## src/rtl/shift_seq_pkg.sv

```systemverilog
//------------------------------------------------------------------------------
// Module   : shift_seq_pkg
// Brief    : Shared types and op encodings for the shift sequencer.
// Revision : 1.0
//------------------------------------------------------------------------------
`default_nettype none

package shift_seq_pkg;

    localparam logic [1:0] SH_LSL = 2'b00;
    localparam logic [1:0] SH_LSR = 2'b01;
    localparam logic [1:0] SH_ASR = 2'b10;
    localparam logic [1:0] SH_ROR = 2'b11;

    typedef enum logic [1:0] {
        IDLE  = 2'd0,
        SHIFT = 2'd1,
        DONE  = 2'd2
    } state_t;

    typedef logic [7:0] amt_t;

endpackage

`default_nettype wire

```

## src/rtl/shift_step.sv

```systemverilog
//------------------------------------------------------------------------------
// Module   : shift_step
// Brief    : One combinational shift/rotate step of k bits (0..STEP) with carry.
// Revision : 1.0
//------------------------------------------------------------------------------
`default_nettype none

module shift_step
    import shift_seq_pkg::*;
#(
    parameter int WIDTH = 32,
    parameter int STEP  = 4
) (
    input  logic [WIDTH-1:0]           value,
    input  logic [1:0]                 op,
    input  logic [$clog2(STEP+1)-1:0]  k,
    output logic [WIDTH-1:0]           shifted,
    output logic                       carry
);

    // One guard bit on each side captures the last bit shifted out.
    logic [WIDTH:0]        w_lsl;
    logic [WIDTH:0]        w_lsr;
    logic signed [WIDTH:0] w_asr;
    logic [WIDTH-1:0]      w_ror;

    assign w_lsl = {1'b0, value} << k;
    assign w_lsr = {value, 1'b0} >> k;
    assign w_asr = $signed({value, 1'b0}) >>> k;
    assign w_ror = (value >> k) | (value << (WIDTH - int'(k)));

    always_comb begin
        shifted = w_ror;
        carry   = w_ror[WIDTH-1];
        case (op)
            SH_LSL: begin
                shifted = w_lsl[WIDTH-1:0];
                carry   = w_lsl[WIDTH];
            end
            SH_LSR: begin
                shifted = w_lsr[WIDTH:1];
                carry   = w_lsr[0];
            end
            SH_ASR: begin
                shifted = w_asr[WIDTH:1];
                carry   = w_asr[0];
            end
            default: ;
        endcase
    end

endmodule

`default_nettype wire

```

## src/rtl/shift_sequencer.sv

```systemverilog
//------------------------------------------------------------------------------
// Module   : shift_sequencer
// Brief    : Two-port round-robin multi-cycle ARM barrel shifter (STEP bits/cycle).
//            SHIFT_SEQ_RRX_EN enables RRX for immediate ROR #0.
// Revision : 1.0
//------------------------------------------------------------------------------
`default_nettype none

module shift_sequencer
    import shift_seq_pkg::*;
#(
    parameter int WIDTH = 32,
    parameter int STEP  = 4
) (
    input  logic                 clk,
    input  logic                 rst_n,
    input  logic [1:0]           req_valid,
    output logic [1:0]           req_ready,
    input  logic [3:0]           req_op,
    input  logic [1:0]           req_imm,
    input  logic [15:0]          req_amt,
    input  logic [2*WIDTH-1:0]   req_data,
    input  logic [1:0]           req_cin,
    output logic                 rsp_valid,
    input  logic                 rsp_ready,
    output logic                 rsp_id,
    output logic [WIDTH-1:0]     rsp_data,
    output logic                 rsp_cout
);

    localparam int CW = $clog2(WIDTH + 2);
    localparam int KW = $clog2(STEP + 1);
    localparam logic [CW-1:0] STEP_C = CW'(STEP);

    state_t           r_state;
    logic             r_ptr;
    logic [WIDTH-1:0] r_val;
    logic             r_cout;
    logic [1:0]       r_op;
    logic             r_id;
    logic [CW-1:0]    r_rem;
`ifdef SHIFT_SEQ_RRX_EN
    logic             r_rrx;
    logic             r_cin;
    logic             w_rrx;
`endif

    logic             w_grant;
    logic             w_accept;
    logic [1:0]       w_op;
    logic             w_imm;
    amt_t             w_amt;
    int               w_amt_i;
    logic [WIDTH-1:0] w_data;
    logic             w_cin;
    logic [CW-1:0]    w_n;
    logic             w_cout0;
    logic [KW-1:0]    w_k;
    logic [WIDTH-1:0] w_shifted;
    logic             w_carry;
    logic [WIDTH-1:0] w_val_nxt;
    logic             w_cout_nxt;

    // Pointer has priority; an idle pointer requester cedes the grant.
    assign w_grant = req_valid[r_ptr] ? r_ptr : ~r_ptr;

    always_comb begin
        req_ready = 2'b00;
        if (rst_n && (r_state == IDLE)) begin
            req_ready[w_grant] = req_valid[w_grant];
        end
    end

    assign w_accept = |req_ready;
    assign w_op     = w_grant ? req_op[3:2]               : req_op[1:0];
    assign w_imm    = w_grant ? req_imm[1]                : req_imm[0];
    assign w_amt    = w_grant ? req_amt[15:8]             : req_amt[7:0];
    assign w_data   = w_grant ? req_data[2*WIDTH-1:WIDTH] : req_data[WIDTH-1:0];
    assign w_cin    = w_grant ? req_cin[1]                : req_cin[0];
    assign w_amt_i  = int'(w_amt);

    always_comb begin
        w_n     = '0;
        w_cout0 = w_cin;
`ifdef SHIFT_SEQ_RRX_EN
        w_rrx   = 1'b0;
`endif
        if (w_imm && (w_amt == '0)) begin
            case (w_op)
                SH_LSR, SH_ASR: w_n = CW'(WIDTH);
`ifdef SHIFT_SEQ_RRX_EN
                SH_ROR: begin
                    w_rrx = 1'b1;
                    w_n   = CW'(1);
                end
`endif
                default: ;
            endcase
        end else if (w_amt != '0) begin
            case (w_op)
                SH_LSL, SH_LSR: w_n = (w_amt_i > WIDTH + 1) ? CW'(WIDTH + 1) : CW'(w_amt_i);
                SH_ASR:         w_n = (w_amt_i > WIDTH) ? CW'(WIDTH) : CW'(w_amt_i);
                default: begin
                    w_n = CW'(w_amt_i % WIDTH);
                    // Nonzero rotate by a multiple of WIDTH leaves data but reports its MSB.
                    if ((w_amt_i % WIDTH) == 0) begin
                        w_cout0 = w_data[WIDTH-1];
                    end
                end
            endcase
        end
    end

    assign w_k = (r_rem > STEP_C) ? KW'(STEP) : KW'(r_rem);

    shift_step #(
        .WIDTH (WIDTH),
        .STEP  (STEP)
    ) u_step (
        .value   (r_val),
        .op      (r_op),
        .k       (w_k),
        .shifted (w_shifted),
        .carry   (w_carry)
    );

    always_comb begin
        w_val_nxt  = w_shifted;
        w_cout_nxt = w_carry;
`ifdef SHIFT_SEQ_RRX_EN
        if (r_rrx) begin
            w_val_nxt  = {r_cin, r_val[WIDTH-1:1]};
            w_cout_nxt = r_val[0];
        end
`endif
    end

    always_ff @(posedge clk or negedge rst_n) begin
        if (!rst_n) begin
            r_state <= IDLE;
            r_ptr   <= 1'b0;
            r_val   <= '0;
            r_cout  <= 1'b0;
            r_op    <= SH_LSL;
            r_id    <= 1'b0;
            r_rem   <= '0;
`ifdef SHIFT_SEQ_RRX_EN
            r_rrx   <= 1'b0;
            r_cin   <= 1'b0;
`endif
        end else begin
            case (r_state)
                IDLE: begin
                    if (w_accept) begin
                        r_val   <= w_data;
                        r_cout  <= w_cout0;
                        r_op    <= w_op;
                        r_id    <= w_grant;
                        r_rem   <= w_n;
                        r_ptr   <= ~w_grant;
`ifdef SHIFT_SEQ_RRX_EN
                        r_rrx   <= w_rrx;
                        r_cin   <= w_cin;
`endif
                        r_state <= (w_n == '0) ? DONE : SHIFT;
                    end
                end
                SHIFT: begin
                    r_val <= w_val_nxt;
                    r_cout <= w_cout_nxt;
                    r_rem <= r_rem - CW'(w_k);
                    if (r_rem == CW'(w_k)) begin
                        r_state <= DONE;
                    end
                end
                DONE: begin
                    if (rsp_ready) begin
                        r_state <= IDLE;
                    end
                end
                default: r_state <= IDLE;
            endcase
        end
    end

    assign rsp_valid = (r_state == DONE);
    assign rsp_id    = rsp_valid ? r_id   : 1'b0;
    assign rsp_data  = rsp_valid ? r_val  : '0;
    assign rsp_cout  = rsp_valid ? r_cout : 1'b0;

endmodule

`default_nettype wire

```

## config.mk

```make
export PLATFORM = sky130hd
export DESIGN_NAME = shift_sequencer
export DESIGN_NICKNAME = d
export VERILOG_FILES = /design/src/rtl/shift_seq_pkg.sv /design/src/rtl/shift_step.sv /design/src/rtl/shift_sequencer.sv
export SDC_FILE = /design/constraint.sdc
export NUM_CORES = 1
export LEC_CHECK = 0
export CORE_UTILIZATION = 45
export DETAILED_ROUTE_END_ITERATION = 7
export PLACE_DENSITY_LB_ADDON = 0.2
export SYNTH_ARGS = -nofsm -noshare
export SYNTH_HDL_FRONTEND = slang
export SYNTH_HIERARCHICAL = 1
export SYNTH_SLANG_ARGS = --single-unit
```

## constraint.sdc

```tcl
create_clock -name clk -period 7.6 [get_ports clk]
set_input_delay 2.28 -clock clk [delete_from_list [all_inputs] [get_ports clk]]
set_output_delay 2.28 -clock clk [all_outputs]
set_load 0.02 [all_outputs]
```

======== Word-level counts from Yosys, hierarchy flattened ========
Cells that the tools add are included.
storage, ports and cells
  input bits .............................. 93
  register bits after elaboration ......... 45
operators by class
  equal/unequal tests ..................... 10
  bitwise operators ....................... 4
  magnitude comparators ................... 6
  shift operators ......................... 5
  muxes and demuxes ....................... 40
  reduce and logical (&&, ||, !) cells .... 18
  $add $sub $neg .......................... 2
operators with widths
  cell                                                                   count
  32-bit 2-to-1 mux                                                      3
  32-bit case mux with 3 select lines                                    1
  32-bit case mux with 2 select lines                                    1
  6-bit 2-to-1 mux                                                       6
  32-bit by 3-bit left shift with 33-bit output                          1
  33-bit by 3-bit >> shifter with 33-bit output                          1
  33-bit by 3-bit >>> shifter with 33-bit output                         1
  32-bit logical NOT                                                     1
  32-bit OR                                                              1
  32-bit by 32-bit left shift with 32-bit output                         1
  32-bit by 3-bit >> shifter with 32-bit output                          1
  6-bit case mux with 2 select lines                                     2
  8-bit by 6-bit > comparator with 1-bit output, second input constant   2
  1-bit 2-to-1 mux                                                       15
  2-bit 2-to-1 mux                                                       6
  8-bit logical NOT                                                      1
  8-bit 2-to-1 mux                                                       1
  8-bit nonzero test                                                     1
  6-bit by 3-bit subtractor with 7-bit output, first input constant      1
  2-bit by 1-bit equality test with 1-bit output, second input constant  3
  2-bit equality test, second input constant                             3
  6-bit by 3-bit equality test with 1-bit output                         1
  6-bit by 3-bit > comparator with 1-bit output, second input constant   1
  2-bit logical NOT                                                      3
  other kinds (19)                                                       27

======== Longest topological paths before layout ========
  word-level depth ........................ 13
  depth in mapped cells ................... 18
  depth with buffers taken out ............ 13

======== Cells and area by module ========
The synthesis kept the hierarchy.
modules (own cells, without submodules)
  module           sequential area each (µm²)  area an instance (µm²)  cells an instance  times used
  shift_step       0.0                         3681.0                  508                1
  shift_sequencer  1126.1                      3181.8                  429                1

======== Least setup slack after synthesis ========
Ideal clock, no wire load.
  path kind ............................... in2out
  start point ............................. in req_valid[1]
  end point ............................... out req_ready[0]
  data required time ...................... 5320 ps
  stages on the path ...................... 4
  setup slack ............................. 2222 ps
  arrival ................................. 3098 ps
  cell sequence ........................... and2_1 > clkbuf_1 > clkbuf_1 > nor2_1
between the ends
  cells in the longest elaborated chain, start to end .. 9
  elaborated cells between the ends (all ways) .. 12
  classes of those cells .................. order compare (2); mux (8); bitwise (1); reduce/logical (1)
ends and longest elaborated chain
  what                                                                                                                line                   text
  start, declared                                                                                                     shift_sequencer.sv:17  input logic [1:0] req_valid,
  1-bit 2-to-1 mux (not written as such) (2 in a row)                                                                 shift_sequencer.sv:65  assign w_grant = req_valid[r_ptr] ? r_ptr : ~r_ptr;
  1-bit 2-to-1 mux                                                                                                    shift_sequencer.sv:65
  1-bit by 2-bit less-than comparator with 1-bit output (not written as such) or 1-bit >= comparator (tied branches)  shift_sequencer.sv:70  req_ready[w_grant] = req_valid[w_grant];
  1-bit logical AND (not written as such)                                                                             shift_sequencer.sv:70
  1-bit 2-to-1 mux (not written as such)                                                                              shift_sequencer.sv:70
  1-bit demux with 1-bit select                                                                                       shift_sequencer.sv:70
  2-bit AND (no line) (*)                                                                                             --
  2-bit 2-to-1 mux (*)                                                                                                shift_sequencer.sv:69  if (rst_n && (r_state == IDLE)) begin
  end, declared                                                                                                       shift_sequencer.sv:18  output logic [1:0] req_ready,
Every way passes the cells marked *; elsewhere a longest branch is shown, timed or not. The select of a mux whose other input is x is not followed.

======== Final worst setup path ========
  start point ............................. in req_valid[0]
  end point ............................... out req_ready[0]
Same word-level chain as after synthesis.

==> run summary <==
- result of the run: complete, no violations
- number of setup violations in the final report: 0
- gp weighted congestion: 0.928
- largest net degree at the start of global routing: 77
- biggest area contributors in the synthesized netlist: sky130_fd_sc_hd__dfrtp_1 (16%), sky130_fd_sc_hd__mux2i_1 (10%), sky130_fd_sc_hd__nand2_1 (8.6%), sky130_fd_sc_hd__mux2_2 (6.9%), sky130_fd_sc_hd__mux4_2 (6.9%)
- number of different library cells in the post-synthesis netlist: 67
- count of buffers inserted at the top-level ports: 129
- sequential share of power: 17.8%
- Highest Clock Rate: 0.166 GHz
- number of nets in the synthesized netlist: 1035
- total wire length: 23500 um
- buffer cell driving the clock tree root: sky130_fd_sc_hd__clkbuf_16
- HPWL after detailed placement: 17000 um
- count of TritonRoute iterations in the first routing pass: 6
- sum of negative setup slack: 0 ns
- post-synth design cell area: 6860 um^2
- FILL cells: 1401
- data arrival time at the worst-slack endpoint: 3.73 ns
- share of synthesized area occupied by flip-flops and latches: 16.4%
- number of global-route vias before repair: 6999
- library cell with the highest instance count after synthesis: sky130_fd_sc_hd__nand2_1
- area overhead of the layout relative to synthesis: 20.0%
- Int Pwr: 1.75 mW
- Syn Inst Count: 937
- power per cell area: 466 nW/um^2
- Crit path required time: 5.32 ns
- Sw Share: 54.4%
- via-per-instance ratio: 6.47
- sinks on the clock net: 45
- clk_lat worst skew: 0.29 ns
- final worst clock skew: 0.00910 ns
- Total GRT Usage: 29.7%
- final count of hold timing violations: 0
- crit path max fanout: 6
- flip-flop and latch count after synthesis: 45
- PostCTS Resize Cnt: 0
- number of enable flip-flop cells after synthesis: 0
- Worst Hold Class: register to register
- overall via count from detail_route: 7638
- top post-synthesis cells by count: sky130_fd_sc_hd__nand2_1 (158), sky130_fd_sc_hd__nor2_1 (75), sky130_fd_sc_hd__mux2i_1 (69)
- Hold Buf Count CTS: 0
- leakage dissipation: 3.05 nW
- utilization after layout: 56.0%
- Max Root-Sink Buffers: 2
- DRC violation total after the first TritonRoute iteration: 861
- final cycle utilization of the critical path: 79.1%
- time the worst path needs with I/O delays and setup: 6.01 ns
- type of element capturing the critical path: output port
- Synth async-reset ratio: 100%
- antenna-violating nets left: 0
- share of the synthesized area in the top cell type: 16.4%
- antenna violations before repair: 0
- # IOs: 130
- final routed wire length divided by cell count: 19.9 um
- diodes inserted: 0
- cell type with the highest aggregate area in the netlist: sky130_fd_sc_hd__dfrtp_1
- Total Die Area: 15700 um^2
- setup repair after global routing missed its margin: false
- remaining max-slew budget at the tightest pin: 26.8%
- startpoint kind of the worst setup timing path: primary input
- type of the setup path with the least slack: primary input to output port
- area of the core: 14700 um^2
- count of buffers added by post-CTS timing repair for setup: 0
- CTS clk-pin slew, worst paths: 0.07 ns
- Combinational Power Share: 76.5%
- Horiz. Die Dim: 125 um
- first-pass GRT wire length: 37800 um
- actual slew at the worst max-slew pin: 1.09 ns
- Switch Pwr: 2.09 mW
- Post-Syn Area per Cell: 7.32 um^2
- net count reported at finish: 1094
- peak ir drop on the vdd network: 0.266 mV
- remaining routing DRC violations: 0
- count of final max-slew check failures: 0
- Clk network pwr share: 5.7%
- residual overflow from global routing: 0
- Hold WS: 0.538 ns
- ratio of cells with drive above 1 in the final layout: 10.8%
- Max Cap Viol: 0
- number of buffers inserted during clock tree synthesis: 5
- total of warnings raised by yosys: 6
- clock tree from TritonCTS: yes
- Initial Utilization: 46.7%
- die outline height: 125 um
- Primary FF master, synth: sky130_fd_sc_hd__dfrtp_1
- num rows: 44
- Clock H-tree levels: 2
-- stage by stage --
stage	cells	worst slack [ns]	total power, mW	area, um^2
6_report	1181	1.59	3.84	8240
5_1_grt	1181	1.41	4.12	8240
4_1_cts	1181	1.60	3.76	8240
3_5_place_dp	1173	1.61	3.52	8090
3_3_place_gp	1173	1.65	3.51	8090
2_1_floorplan	937	2.22	2.78	6860
-- per-layer routing --
metal	vias up	part of all wire, %	routed length (um)	global-route usage (%)
met5	-	0	0	0
met1	3618	45	10500	42.8
met4	0	1.6	365	6.24
met2	409	44	10400	45.5
met3	28	9.7	2280	5.95
li1	3583	-	-	-
-- layout make-up --
type | count | area [um^2] | share of cell area, %
multi-input cells | 787 | 5290 | 64.3
repair buffers | 143 | 1390 | 16.9
flip-flops and latches | 45 | 1130 | 13.7
well taps | 184 | 230 | 2.80
clock buffers | 6 | 129 | 1.56
inverters | 14 | 52.6 | 0.638
clock inverters | 2 | 15.0 | 0.182
-- cells in the final DEF (no fill, tap or decap), types with 3 or more instances in the layout --
master / netlist / final
sky130_fd_sc_hd__nand2_1: 158 / 158
sky130_fd_sc_hd__clkdlybuf4s50_1: 0 / 128
sky130_fd_sc_hd__nor2_1: 75 / 71
sky130_fd_sc_hd__mux2i_1: 69 / 69
sky130_fd_sc_hd__o21ai_0: 65 / 65
sky130_fd_sc_hd__o211ai_1: 52 / 52
sky130_fd_sc_hd__dfrtp_1: 45 / 45
sky130_fd_sc_hd__nand3_1: 44 / 44
sky130_fd_sc_hd__mux2_2: 42 / 42
sky130_fd_sc_hd__and2_1: 41 / 41
sky130_fd_sc_hd__a21oi_1: 37 / 37
sky130_fd_sc_hd__a211oi_1: 23 / 23
sky130_fd_sc_hd__mux4_2: 21 / 21
sky130_fd_sc_hd__nor3_1: 17 / 17
sky130_fd_sc_hd__buf_4: 6 / 14
sky130_fd_sc_hd__inv_1: 13 / 13
sky130_fd_sc_hd__nand2b_1: 14 / 13
sky130_fd_sc_hd__a31oi_1: 13 / 13
sky130_fd_sc_hd__o22ai_1: 10 / 10
sky130_fd_sc_hd__o311ai_0: 9 / 9
sky130_fd_sc_hd__or3_1: 8 / 8
sky130_fd_sc_hd__a221o_1: 7 / 7
sky130_fd_sc_hd__or2_2: 6 / 6
sky130_fd_sc_hd__o22a_1: 5 / 5
sky130_fd_sc_hd__ha_1: 5 / 5
sky130_fd_sc_hd__clkbuf_16: 0 / 5
sky130_fd_sc_hd__o31ai_1: 5 / 5
sky130_fd_sc_hd__and3_1: 5 / 4
sky130_fd_sc_hd__nor2_2: 1 / 3
sky130_fd_sc_hd__nor3b_1: 3 / 3
sky130_fd_sc_hd__or4_1: 3 / 3
sky130_fd_sc_hd__a211o_1: 3 / 3
-- worst paths after layout --
kind / startpoint / to / slack (ns) / cells past startpoint
hold reg to reg: r_rem[5]$_DFFE_PN0P_ / r_rem[5]$_DFFE_PN0P_ / 0.54 / 2
max in group asynchronous: rst_n / r_val[28]$_DFFE_PN0P_ / 5.06 / 2
hold / removal: r_rem[5]$_DFFE_PN0P_ / r_rem[5]$_DFFE_PN0P_ / 0.54 / 2
setup reg to reg: r_rem[4]$_DFFE_PN0P_ / r_cout$_DFFE_PN0P_ / 2.45 / 12
min in group asynchronous: rst_n / r_val[8]$_DFFE_PN0P_ / 2.12 / 2
setup / recovery: req_valid[0] / req_ready[0] / 1.59 / 4
-- power by group through the flow --
stage	registers [mW]	logic [mW]	clock network, mW
2_1_floorplan	0.500	2.28	0
3_3_place_gp	0.667	2.84	0
3_5_place_dp	0.673	2.85	0
4_1_cts	0.670	2.87	0.221
5_1_grt	0.709	3.18	0.231
6_report	0.683	2.94	0.220
-- sequential cells by signal, summed over array words and instances, names as in the netlist --
register,cells
r_ptr,1
r_cout,1
r_rem,6
r_id,1
r_state,2
r_val,32
r_op,2
-- worst max-delay path, cell delays in order --
cell and delay, ns:
sky130_fd_sc_hd__clkdlybuf4s50_1 0.60, sky130_fd_sc_hd__nand2_1 0.13, sky130_fd_sc_hd__nor2_1 0.11, sky130_fd_sc_hd__clkdlybuf4s50_1 0.61
-- logic make-up (layout without fill, tap and decap cells) --
| group | count (synthesis) | count (layout) | synth area share, % |
|---|---|---|---|
| buf+inv | 105 | 165 | 6.98 |
| flops | 45 | 45 | 16.4 |
| compound gates | 259 | 259 | 25.4 |
| fa+ha+maj | 5 | 5 | 0.912 |
| simple gates | 390 | 390 | 26.4 |
| other cells | 1 | 1 | 0.0546 |
| mux | 132 | 132 | 23.8 |
(Power assumes the default switching activity.)
